`src/rtl/key_arbiter.sv`:
```
// Front-panel key controller: per-key debounce, press events, round-robin arbitration into a
// first-word-fallthrough FIFO drained by valid/ready. Optional auto-repeat: define KEY_REPEAT_EN.
module key_arbiter #(
    parameter  int NKEYS  = 4,
    parameter  int DELAY  = 8,
    parameter  int DEPTH  = 4,
    parameter  int REPEAT = 1024,
    localparam int KW     = $clog2(NKEYS)
) (
    input  logic             clk,
    input  logic             rst,
    input  logic [NKEYS-1:0] keys,
    output logic [KW-1:0]    code,
    output logic             valid,
    input  logic             ready,
    output logic             overflow
);

    localparam int         AW  = $clog2(DEPTH);
    localparam int         CW  = AW + 1;
    localparam logic [7:0] DLY = 8'(DELAY);

    logic [NKEYS-1:0] stable;
    logic [NKEYS-1:0] stable_d;
    logic [NKEYS-1:0] press;
    logic [NKEYS-1:0] key_event;
    logic [NKEYS-1:0] pending;
    logic [NKEYS-1:0] grant_vec;
    logic [NKEYS-1:0] merge;

    logic [KW-1:0]    ptr;
    logic [KW-1:0]    grant_idx;
    logic [KW-1:0]    scan_idx;
    logic             grant_any;

    logic [KW-1:0]    mem [DEPTH];
    logic [AW-1:0]    wr_ptr;
    logic [AW-1:0]    rd_ptr;
    logic [AW-1:0]    rd_next;
    logic [CW-1:0]    count;
    logic [CW-1:0]    count_next;
    logic [KW-1:0]    head_next;
    logic             fifo_full;
    logic             push;
    logic             pop;

    // ------------------------------------------------------------------
    // Per-key debounce and event generation
    // ------------------------------------------------------------------
    for (genvar i = 0; i < NKEYS; i++) begin : g_key
        logic [7:0] cnt_h;
        logic [7:0] cnt_l;
        logic       stable_q;

        // NOTE: sequential state uses <= so every flop samples pre-edge values, independent of statement order.
        always_ff @(posedge clk or posedge rst) begin
            if (rst) begin
                cnt_h    <= '0;
                cnt_l    <= '0;
                stable_q <= 1'b0;
            end else begin
                if (keys[i]) begin
                    cnt_h <= (cnt_h == DLY) ? cnt_h : cnt_h + 8'd1;
                    cnt_l <= '0;
                end else begin
                    cnt_l <= (cnt_l == DLY) ? cnt_l : cnt_l + 8'd1;
                    cnt_h <= '0;
                end

                if (cnt_h == DLY) begin
                    stable_q <= 1'b1;
                end else if (cnt_l == DLY) begin
                    stable_q <= 1'b0;
                end
            end
        end

        assign stable[i] = stable_q;
        assign press[i]  = stable_q & ~stable_d[i];

`ifdef KEY_REPEAT_EN
        localparam int HW = $clog2(REPEAT);
        logic [HW-1:0] hold;

        // hold is the age of the current press modulo REPEAT; age 0 is the press cycle itself.
        always_ff @(posedge clk or posedge rst) begin
            if (rst) begin
                hold <= '0;
            end else if (!stable_q) begin
                hold <= '0;
            end else if (press[i]) begin
                hold <= HW'(1);
            end else if (hold == HW'(REPEAT - 1)) begin
                hold <= '0;
            end else begin
                hold <= hold + HW'(1);
            end
        end

        assign key_event[i] = press[i] | (stable_q & stable_d[i] & (hold == '0));
`else
        assign key_event[i] = press[i];
`endif
    end

    // ------------------------------------------------------------------
    // Round-robin arbiter: first pending key at or after ptr+1
    // ------------------------------------------------------------------
    assign fifo_full = (count == CW'(DEPTH));

    // NOTE: every output of this block gets a default first, so no path can infer a latch.
    always_comb begin
        grant_any = 1'b0;
        grant_idx = '0;
        scan_idx  = '0;
        grant_vec = '0;
        if (!fifo_full) begin
            for (int k = 1; k <= NKEYS; k++) begin
                scan_idx = KW'((int'(ptr) + k) % NKEYS);
                if (!grant_any && pending[scan_idx]) begin
                    grant_any = 1'b1;
                    grant_idx = scan_idx;
                end
            end
        end
        if (grant_any) begin
            grant_vec[grant_idx] = 1'b1;
        end
    end

    // An event on a key that is already waiting and not being granted folds into that request.
    assign merge = key_event & pending & ~grant_vec;

    always_ff @(posedge clk or posedge rst) begin
        if (rst) begin
            stable_d <= '0;
            pending  <= '0;
            overflow <= 1'b0;
            ptr      <= KW'(NKEYS - 1);
        end else begin
            stable_d <= stable;
            pending  <= (pending & ~grant_vec) | key_event;
            overflow <= |merge;
            if (grant_any) begin
                ptr <= grant_idx;
            end
        end
    end

    // ------------------------------------------------------------------
    // First-word-fallthrough FIFO with registered head and valid
    // ------------------------------------------------------------------
    assign push       = grant_any;
    assign pop        = valid & ready;
    assign rd_next    = rd_ptr + AW'(pop);
    assign count_next = count + CW'(push) - CW'(pop);

    // The entry written this cycle becomes the head when it lands on the next read slot.
    assign head_next  = (push && (wr_ptr == rd_next)) ? grant_idx : mem[rd_next];

    // NOTE: the storage array has no reset; count and valid gate it, and an unreset array maps to plain RAM.
    always_ff @(posedge clk) begin
        if (push) begin
            mem[wr_ptr] <= grant_idx;
        end
    end

    always_ff @(posedge clk or posedge rst) begin
        if (rst) begin
            wr_ptr <= '0;
            rd_ptr <= '0;
            count  <= '0;
            valid  <= 1'b0;
            code   <= '0;
        end else begin
            if (push) begin
                wr_ptr <= wr_ptr + AW'(1);
            end
            rd_ptr <= rd_next;
            count  <= count_next;
            valid  <= (count_next != '0);
            if (count_next != '0) begin
                code <= head_next;
            end
        end
    end

endmodule

```
`config.mk`:
```
export PLATFORM = sky130hd
export DESIGN_NAME = key_arbiter
export DESIGN_NICKNAME = d
export VERILOG_FILES = /design/src/rtl/key_arbiter.sv
export SDC_FILE = /design/constraint.sdc
export NUM_CORES = 1
export LEC_CHECK = 0
export CORE_ASPECT_RATIO = 0.5
export CORE_MARGIN = 4
export CORE_UTILIZATION = 65
export DETAILED_ROUTE_END_ITERATION = 10
export HOLD_SLACK_MARGIN = 0.08
export PLACE_DENSITY_LB_ADDON = 0.15
export SETUP_SLACK_MARGIN = 0.2
export SYNTH_ARGS = -nofsm -noshare
export SYNTH_HDL_FRONTEND = slang
export SYNTH_SLANG_ARGS = --single-unit
```
`constraint.sdc`:
```
create_clock -name clk -period 4.1 [get_ports clk]
set_input_delay 0.41 -clock clk [delete_from_list [all_inputs] [get_ports clk]]
set_output_delay 0.41 -clock clk [all_outputs]
set_load 0.03 [all_outputs]
```
==> results.toml <==
[clock_network]
post_cts_buffers = 0
root_buffer = "clkbuf_16"
clock_sinks = 97
cts_resized = 0
clock_path_buffers = 2
insertion_delay_ps = 340
cts_hold_buf = 0
cts_inserted_buffers = 9
clkTransAtPathRegs_ps = 60
htreeDepth = 3
tritoncts = "done"

[worst_setup_path]
start_kind = "flip-flop"
crit_arrival_ps = 2950
critical-path-slowest-cell = "nor3b_2"
endpoint = "code[0]"
cp_max_fo = 10
criticalPathCategory = "flip-flop to flip-flop"
critPathCaptureType = "flip-flop"
rrSetupSlack_ps = 1430
max_stage_delay_ps = 450
path_depth = 8
startpoint = "count[0]"
crit_family = "simple AND/OR/NAND/NOR gates"
reg2reg_depth = 8
r2r_end = "code[0]"
r2r_start = "count[0]"
crit_required_ps = 4380
crit_chain = "nor3b_2 -> a21oi_1 -> ha_1 -> fa_1 -> xnor2_1 -> or3_1 -> o311ai_1 -> o21a_1"
critical_path_buf_inv_count = 0

[timing]
fmax_mhz = 375
rsz0062_at_grt = "false"
relSlewSlack = 0.373
hold_viol_final = 0
fin_setup_tns_ps = 0
fin_worst_skew_ps = 6.02
setup_violations = 0
min_period_over_period = 0.651
layout_min_cycle_time_ps = 2670
tightest_slew_ps = 931
slew_violations = 0

[logic_synthesis]
seq_area_frac_synth = 0.519
synth_flop_cell = "dfrtp_1"
ys_warn_count = 0
async_flop_share = 0.918
avgSynthCellArea_um2 = 10.9
syn_area_mm2 = 0.00476
syn_inst = 437
synth_nets = 468
synth_enable_flop_cells = 8
yosysTopAreaCellShare = 0.457
ys_ff_latch = 97
synth_top_cells_by_count = "87 x dfrtp_1, 39 x nand3_1, 38 x nor2_1"
yosys.area.top_type = "dfrtp_1"
synth.area.top_cells = "dfrtp_1 46%, ha_1 6.0%, xnor2_1 5.7%"
yosysUniqueCellTypes = 53
synthMostInstantiatedCell = "dfrtp_1"

[global_routing]
grt_pass1_wl_mm = 14.5
grt_max_degree = 42
grt_pass1_vias = 3131
grt-ovfl-total = 0
antenna_found_initial = 0
grt_usage = 0.213

[detailed_routing]
vias = 3084
drt-pass1-iter-count = 5
top_layer = "met4"
met2WireLength_mm = 3.94
drt_iter0_markers = 181
met3_length_um = 343
viasPerCell = 5.61
ant_nets = 0
wirelength_mm = 8.11
routedWlPerCell_um = 14.7
met1Wirelength_mm = 3.71
post-route-drc-count = 0

[power_and_ir_drop]
total_power_w = 0.00287
powerDensity_mw_per_mm2 = 548
peakVddDrop_v = 0.000256
power.leakage_nw = 2.43

[layout]
final_layout_size_suffix_gt1_frac = 0.0677
final_cells = 550
num-nets-final = 484
multiInputGateArea_mm2 = 0.00215
n_antenna_cell = 0
seq_area_mm2 = 0.00247
nFillCells = 459
area_growth_pct = 10.2

[die]
die_w_um = 129
io_pins = 11
start_util = 0.692
die_y_um = 68.5
row_count = 21
core_area_mm2 = 0.00688
die-area_mm2 = 0.00884

[flow_run]
max_cap_violations = 0

[worst_hold_path]
hold_path_class = "input port to asynchronous set/reset pin"

[placement]
io_buffer_count = 10
post-place-cells = 534
gp_congestion = 0.886
hpwl_mm = 5.70

[outcome]
status = "completed"
## worst min path at each step
stage | to | slack, ps | cells past startpoint
floorplan | stable_d[0] | 350 | 0
CTS | g_key[3].cnt_h[2] | 390 | 2
finish | g_key[3].cnt_h[2] | 370 | 2
global route | stable_d[0] | 400 | 0
detailed placement | stable_d[0] | 380 | 0
global placement | stable_d[0] | 360 | 0
## report_power, final
group | internal (W) | total, W | switching, W
logic | 0.000361 | 0.000798 | 0.000436
registers | 0.00117 | 0.00129 | 0.000120
clock network | 0.000441 | 0.000789 | 0.000348
total | 0.00197 | 0.00287 | 0.000905
## cell families after synthesis
kind of cell	after synthesis	share of synthesized area
adders and majority gates	24	0.0647
DFF	97	0.519
xor gates and xnor gates	55	0.104
and+or+nand+nor	182	0.211
AOI/OAI and AO/OA	34	0.0481
buffers and inverters	36	0.0289
muxes	9	0.0247
## cell type report
class	count	share of cell area
well taps	92	0.0219
clock inverters	5	0.00572
inverters	29	0.0210
clock buffers	11	0.0482
flip-flops and latches	97	0.471
repair buffers	12	0.0219
multi-input cells	304	0.410
## metal layers
layer | GRT usage | vias to the layer above
met3 | 0.0746 | 13
met2 | 0.367 | 45
met5 | 0 | -
met1 | 0.260 | 1520
li1 | - | 1506
met4 | 0.0615 | 0
## sequential cells by signal, indices dropped and copies added (netlist names)
name	count
count	3
pending	4
valid	1
rd_ptr	2
code	2
mem	8
g_key.cnt_l	32
g_key.cnt_h	32
g_key.stable_q	4
stable_d	4
wr_ptr	2
ptr	2
overflow	1
## stage by stage
step / utilization / hold slack [ps] / setup slack, ps / instance area (µm²)
after CTS: 0.762 / 386 / 1440 / 5250
after floorplan: - / 354 / 1390 / 4760
after global placement: 0.721 / 364 / 1450 / 4960
after detailed placement: 0.721 / 376 / 1380 / 4960
after global routing: 0.762 / 398 / 1270 / 5250
final: 0.762 / 374 / 1430 / 5250
## cell usage in the layout (no fill, tap or decap), types with 4 or more instances in the layout
cell type,instances
nor2_1,38
xor2_1,23
a21oi_1,11
clkinv_2,4
nand2b_1,4
ha_1,23
nor3b_1,5
and3_1,15
and2_1,30
nor4b_1,4
dfrtp_1,87
nor2b_1,9
xnor2_1,31
nand3_1,39
clkbuf_16,9
clkdlybuf4s50_1,10
edfxtp_1,8
nand2_1,21
mux2i_1,5
inv_1,28
Note: power is estimated with default switching activity, not from simulation.
